### src/rtl/pmod_ssd_driver.sv
// Two-digit multiplexed PmodSSD driver with a double-buffered 8-bit hex display value.
// Optional build macro SSD_LZ_BLANK_EN enables leading-zero blanking of the tens digit.
module pmod_ssd_driver #(
    parameter int DIGIT_TICKS    = 50_000,
    parameter bit SEG_ACTIVE_LOW = 1'b0
) (
    input  logic       clk,
    input  logic       rst,
    input  logic [7:0] in_data,
    input  logic       in_valid,
    output logic       in_ready,
    input  logic       blank,
    output logic [6:0] seg,
    output logic       sel,
    output logic       frame_tick
);
    // Handshake: a value transfers on any clk edge where in_valid && in_ready; the producer
    // holds in_data and in_valid until that edge, and in_ready never depends on in_valid.

    localparam int             CW      = (DIGIT_TICKS > 1) ? $clog2(DIGIT_TICKS) : 1;
    localparam logic [CW-1:0]  LAST    = CW'(DIGIT_TICKS - 1);
    localparam logic [6:0]     SEG_OFF = SEG_ACTIVE_LOW ? 7'h7F : 7'h00;

    logic [CW-1:0] tick_cnt, tick_nxt;
    logic [7:0]    disp, disp_nxt;
    logic [7:0]    shadow, shadow_nxt;
    logic          pend, pend_nxt;
    logic          sel_nxt, frame_end, terminal;
    logic [3:0]    nib;
    logic [6:0]    lit, seg_nxt;

    function automatic logic [6:0] hex_decode(input logic [3:0] v);
        case (v)
            4'h0: hex_decode = 7'h3F;
            4'h1: hex_decode = 7'h06;
            4'h2: hex_decode = 7'h5B;
            4'h3: hex_decode = 7'h4F;
            4'h4: hex_decode = 7'h66;
            4'h5: hex_decode = 7'h6D;
            4'h6: hex_decode = 7'h7D;
            4'h7: hex_decode = 7'h07;
            4'h8: hex_decode = 7'h7F;
            4'h9: hex_decode = 7'h6F;
            4'hA: hex_decode = 7'h77;
            4'hB: hex_decode = 7'h7C;
            4'hC: hex_decode = 7'h39;
            4'hD: hex_decode = 7'h5E;
            4'hE: hex_decode = 7'h79;
            default: hex_decode = 7'h71;
        endcase
    endfunction

    assign in_ready = ~pend;

    always_comb begin
        terminal   = (tick_cnt == LAST);
        tick_nxt   = terminal ? '0 : tick_cnt + CW'(1);
        sel_nxt    = sel ^ terminal;
        frame_end  = terminal & sel;
        disp_nxt   = disp;
        shadow_nxt = shadow;
        pend_nxt   = pend;
        // A frame-end transfer needs pend=1 while an accept needs pend=0, so they never overlap.
        if (frame_end && pend) begin
            disp_nxt = shadow;
            pend_nxt = 1'b0;
        end else if (in_valid && !pend) begin
            shadow_nxt = in_data;
            pend_nxt   = 1'b1;
        end
        // seg is decoded from the next-cycle sel/disp so both change on the same edge.
        nib = sel_nxt ? disp_nxt[7:4] : disp_nxt[3:0];
        lit = hex_decode(nib);
`ifdef SSD_LZ_BLANK_EN
        if (sel_nxt && (disp_nxt[7:4] == 4'h0)) lit = 7'h00;
`endif
        if (blank) lit = 7'h00;
        seg_nxt = SEG_ACTIVE_LOW ? ~lit : lit;
    end

    always_ff @(posedge clk) begin
        if (rst) begin
            tick_cnt   <= '0;
            sel        <= 1'b0;
            disp       <= 8'h00;
            shadow     <= 8'h00;
            pend       <= 1'b0;
            frame_tick <= 1'b0;
            seg        <= SEG_OFF;
        end else begin
            tick_cnt   <= tick_nxt;
            sel        <= sel_nxt;
            disp       <= disp_nxt;
            shadow     <= shadow_nxt;
            pend       <= pend_nxt;
            frame_tick <= frame_end;
            seg        <= seg_nxt;
        end
    end

endmodule
### config.mk
export PLATFORM = sky130hd
export DESIGN_NAME = pmod_ssd_driver
export DESIGN_NICKNAME = d
export VERILOG_FILES = /design/src/rtl/pmod_ssd_driver.sv
export SDC_FILE = /design/constraint.sdc
export NUM_CORES = 1
export LEC_CHECK = 0
export BUFFER_PORTS_ARGS = -buffer_cell sky130_fd_sc_hd__buf_2
export CORE_MARGIN = 3
export CORE_UTILIZATION = 45
export CTS_CLUSTER_SIZE = 16
export DETAILED_ROUTE_END_ITERATION = 16
export PLACE_DENSITY = 0.66
export SYNTH_ARGS = -nofsm -noshare
export SYNTH_HDL_FRONTEND = slang
export SYNTH_SLANG_ARGS = --single-unit
### constraint.sdc
create_clock -name clk -period 6.1 [get_ports clk]
set_input_delay 0.915 -clock clk [delete_from_list [all_inputs] [get_ports clk]]
set_output_delay 0.915 -clock clk [all_outputs]
set_load 0.005 [all_outputs]
==> metrics.md <==
| Metric | Value |
|---|---|
| Top FF cell, synth | dfxtp_1 |
| Top post-synthesis cells by count | dfxtp_1, nor2_1, nand2_1 |
| Die area | 5040 sq um |
| Post-synth EDFFs | 0 |
| Final setup fails | 0 |
| Synth Register Bits | 42 |
| Root Driver | clkbuf_8 |
| Total grt overflow | 0 |
| Initial antenna violation count | 0 |
| Largest net degree at the start of global routing | 24 |
| DP HPWL | 2.55 mm |
| Hold buffer count at cts | 0 |
| Die W | 71.0 um |
| Seq pwr share | 54.1% |
| CTS H-tree lvls | 2 |
| IO buf count | 21 |
| CTS Buf Count | 5 |
| Max-Cap Viols | 0 |
| # DRC | 0 |
| R2R Path Start | tick_cnt[0]$_SDFF_PP0_ |
| Worst hold slack | 0.465 ns |
| Element type at the critical path end | flop |
| Ys async rst share | 0% |
| Synth-to-Final Area Change | 12.8% |
| Most common cell in the netlist | dfxtp_1 |
| Via density | 5.15 |
| Synth top area cells | dfxtp_1, ha_1, nor2_1, mux2i_1, nand2_1 |
| Routability cong. | 0.835 |
| Post-Syn Area per Cell | 9.18 sq um |
| Worst EP required | 6.34 ns |
| Cell Rows | 22 |
| Actual slew at the worst max-slew pin | 0.502 ns |
| Crit path kind | flop to flop |
| Initial core utilization | 49.3% |
| CP max FO | 10 |
| Area leader, netlist | dfxtp_1 |
| Clk slew on worst S/H paths | 0.08 ns |
| Clk sinks | 42 |
| Worst reg2reg path depth | 12 |
| First DRT Iteration DRCs | 71 |
| Internal | 0.413 mW |
| TritonCTS clock tree | done |
| Final Hold Fails | 0 |
| Ant. Diodes | 0 |
| Filler instances | 383 |
| Clk network pwr share | 41.6% |
| Worst Hold Path EP | shadow[4]$_SDFFE_PP0P_ |
| Clock Skews | 0.00624 ns |
| Peak supply drop | 0.136 mV |
| Final period util | 52.0% |
| # Post-CTS Setup Buffers | 0 |
| P_sw | 0.118 mW |
| Sequential area share after synthesis | 44.2% |
| Clk_lat worst skew | 0.30 ns |
| Relative slew margins | 66.5% |
| WL/cell | 12.5 um |
| Status | complete, no violations |
| Synth Cell Area | 1900 sq um |
| Startpoint Class | flop |
| PD cells | 248 nW/um^2 |
| Yosys warns | 0 |
| RSZ-0062 raised after global routing | false |
| Core box area | 3850 sq um |
| Vias in the first global route | 1252 |
| Sw frac | 22.1% |
| R2R Path End | seg[3]$_SDFF_PP0_ |
| Max Transition Viols Final | 0 |
| GRT Overall Usage | 14.8% |
| Worst path arrival time | 3.41 ns |
| First-pass GRT wire length | 5.98 mm |
| Die Ht | 71.0 um |
| Boundary Pins | 22 |
| Yosys cell types | 40 |
| Leak | 0.885 nW |
| Top cell type's share of synthesized area | 44.2% |
| Cell count after synthesis | 207 |
| Via count | 1426 |
| Detailed Route WL | 3.46 mm |
| HP Class | flop to flop |
| Peak Freq | 315 MHz |
| Time the worst path needs with I/O delays and setup | 3.17 ns |
| Worst hold start | shadow[4]$_SDFFE_PP0P_ |
| Fraction of layout cells with a size suffix above 1 | 18.3% |
| Post-CTS sizing | 0 |
| R2R setup slack | 2.93 ns |
| Final nets | 249 |
| ANT nets after route | 0 |
| Setup_tns | 0 ns |
| Comb pwr share | 4.3% |
| Hold Path Depth | 2 |
| CTS max path bufs | 2 |
| Syn nets | 228 |
| First-pass DRT Iterations | 4 |
[kinds of logic (layout without fill, tap and decap cells)]
family                     Yosys count  count (layout)  synth area share [%]
and+or+nand+nor                     83              83                  21.4
DFF                                 42              42                  44.2
AOI/OAI and AO/OA                   29              29                  9.41
buffers and inverters               16              38                  3.69
xor gates and xnor gates            14              14                  6.45
muxes                               14              14                  8.89
adders and majority gates            9               9                  5.93
[metal layers]
layer  share of wire [%]  wire length [um]  track usage, %  vias to the layer above
li1                    -                 -               -                      754
met1                  52              1800            22.2                      635
met2                  41              1410            19.9                       30
met3                 5.7               197            4.69                        7
met4                 1.5                52            5.01                        0
met5                   0                 0               0                        -
[critical path, stage by stage (launching register included)]
cell and delay (ns):
dfxtp_1 0.37, ha_1 0.20, nand3_1 0.19, nor4_2 0.32, ha_1 0.35, nand2_4 0.15
mux2i_1 0.17, mux2i_1 0.39, inv_1 0.18, ha_1 0.28, a311oi_1 0.26, o22ai_1 0.12
a21oi_1 0.14
[cell type report]
type / count / area [sq um] / share of cell area [%]
Inverter: 9 / 33.8 / 1.58
Clock inverter: 3 / 45.0 / 2.10
Timing Repair Buffer: 21 / 105 / 4.90
Tap cell: 48 / 60.1 / 2.80
Sequential cell: 42 / 841 / 39.2
Multi-Input combinational cell: 149 / 990 / 46.2
Clock buffer: 5 / 68.8 / 3.21
[cell usage in the layout (no fill, tap or decap), types with 3 or more instances in the layout]
master / n
nand2_1: 22
buf_2: 21
a311oi_1: 3
o21ai_0: 5
a21oi_1: 14
xor2_1: 6
inv_1: 6
mux2i_1: 9
nand3_1: 12
ha_1: 9
nor2_1: 29
dfxtp_1: 42
clkbuf_8: 5
xnor2_1: 8
[per-stage QoR]
stage | setup WS (ns) | util, % | total power [mW] | cells | cell area (sq um)
2_1_floorplan | 3.35 | - | 0.308 | 207 | 1900
3_3_place_gp | 3.12 | 52.7 | 0.317 | 269 | 2030
3_5_place_dp | 2.94 | 52.7 | 0.317 | 269 | 2030
4_1_cts | 2.91 | 55.6 | 0.539 | 277 | 2140
5_1_grt | 2.60 | 55.6 | 0.554 | 277 | 2140
6_report | 2.93 | 55.6 | 0.531 | 277 | 2140
[power by group through the flow]
stage / registers, mW / clock network, mW / logic [mW]
floorplan: 0.292 / 0 / 0.0167
global placement: 0.294 / 0 / 0.0235
detailed placement: 0.294 / 0 / 0.0236
CTS: 0.287 / 0.228 / 0.0237
global route: 0.288 / 0.239 / 0.0270
finish: 0.287 / 0.221 / 0.0230
[state kept, by name (all words and copies together), names as in the netlist]
| signal | flops |
|---|---|
| tick_cnt | 16 |
| disp | 8 |
| shadow | 8 |
| seg | 7 |
| frame_tick | 1 |
| pend | 1 |
| sel | 1 |
[how the worst max path moves through the flow]
stage                      startpoint                end  slack, ns  cells past startpoint
6_report       tick_cnt[0]$_SDFF_PP0_  seg[3]$_SDFF_PP0_       2.93                     12
5_1_grt        tick_cnt[0]$_SDFF_PP0_  seg[3]$_SDFF_PP0_       2.60                     12
4_1_cts        tick_cnt[0]$_SDFF_PP0_  seg[3]$_SDFF_PP0_       2.91                     12
3_5_place_dp   tick_cnt[0]$_SDFF_PP0_  seg[3]$_SDFF_PP0_       2.94                     12
3_3_place_gp   tick_cnt[0]$_SDFF_PP0_  seg[3]$_SDFF_PP0_       3.12                     12
2_1_floorplan  tick_cnt[7]$_SDFF_PP0_  seg[3]$_SDFF_PP0_       3.35                     13
(Power assumes the default switching activity.)
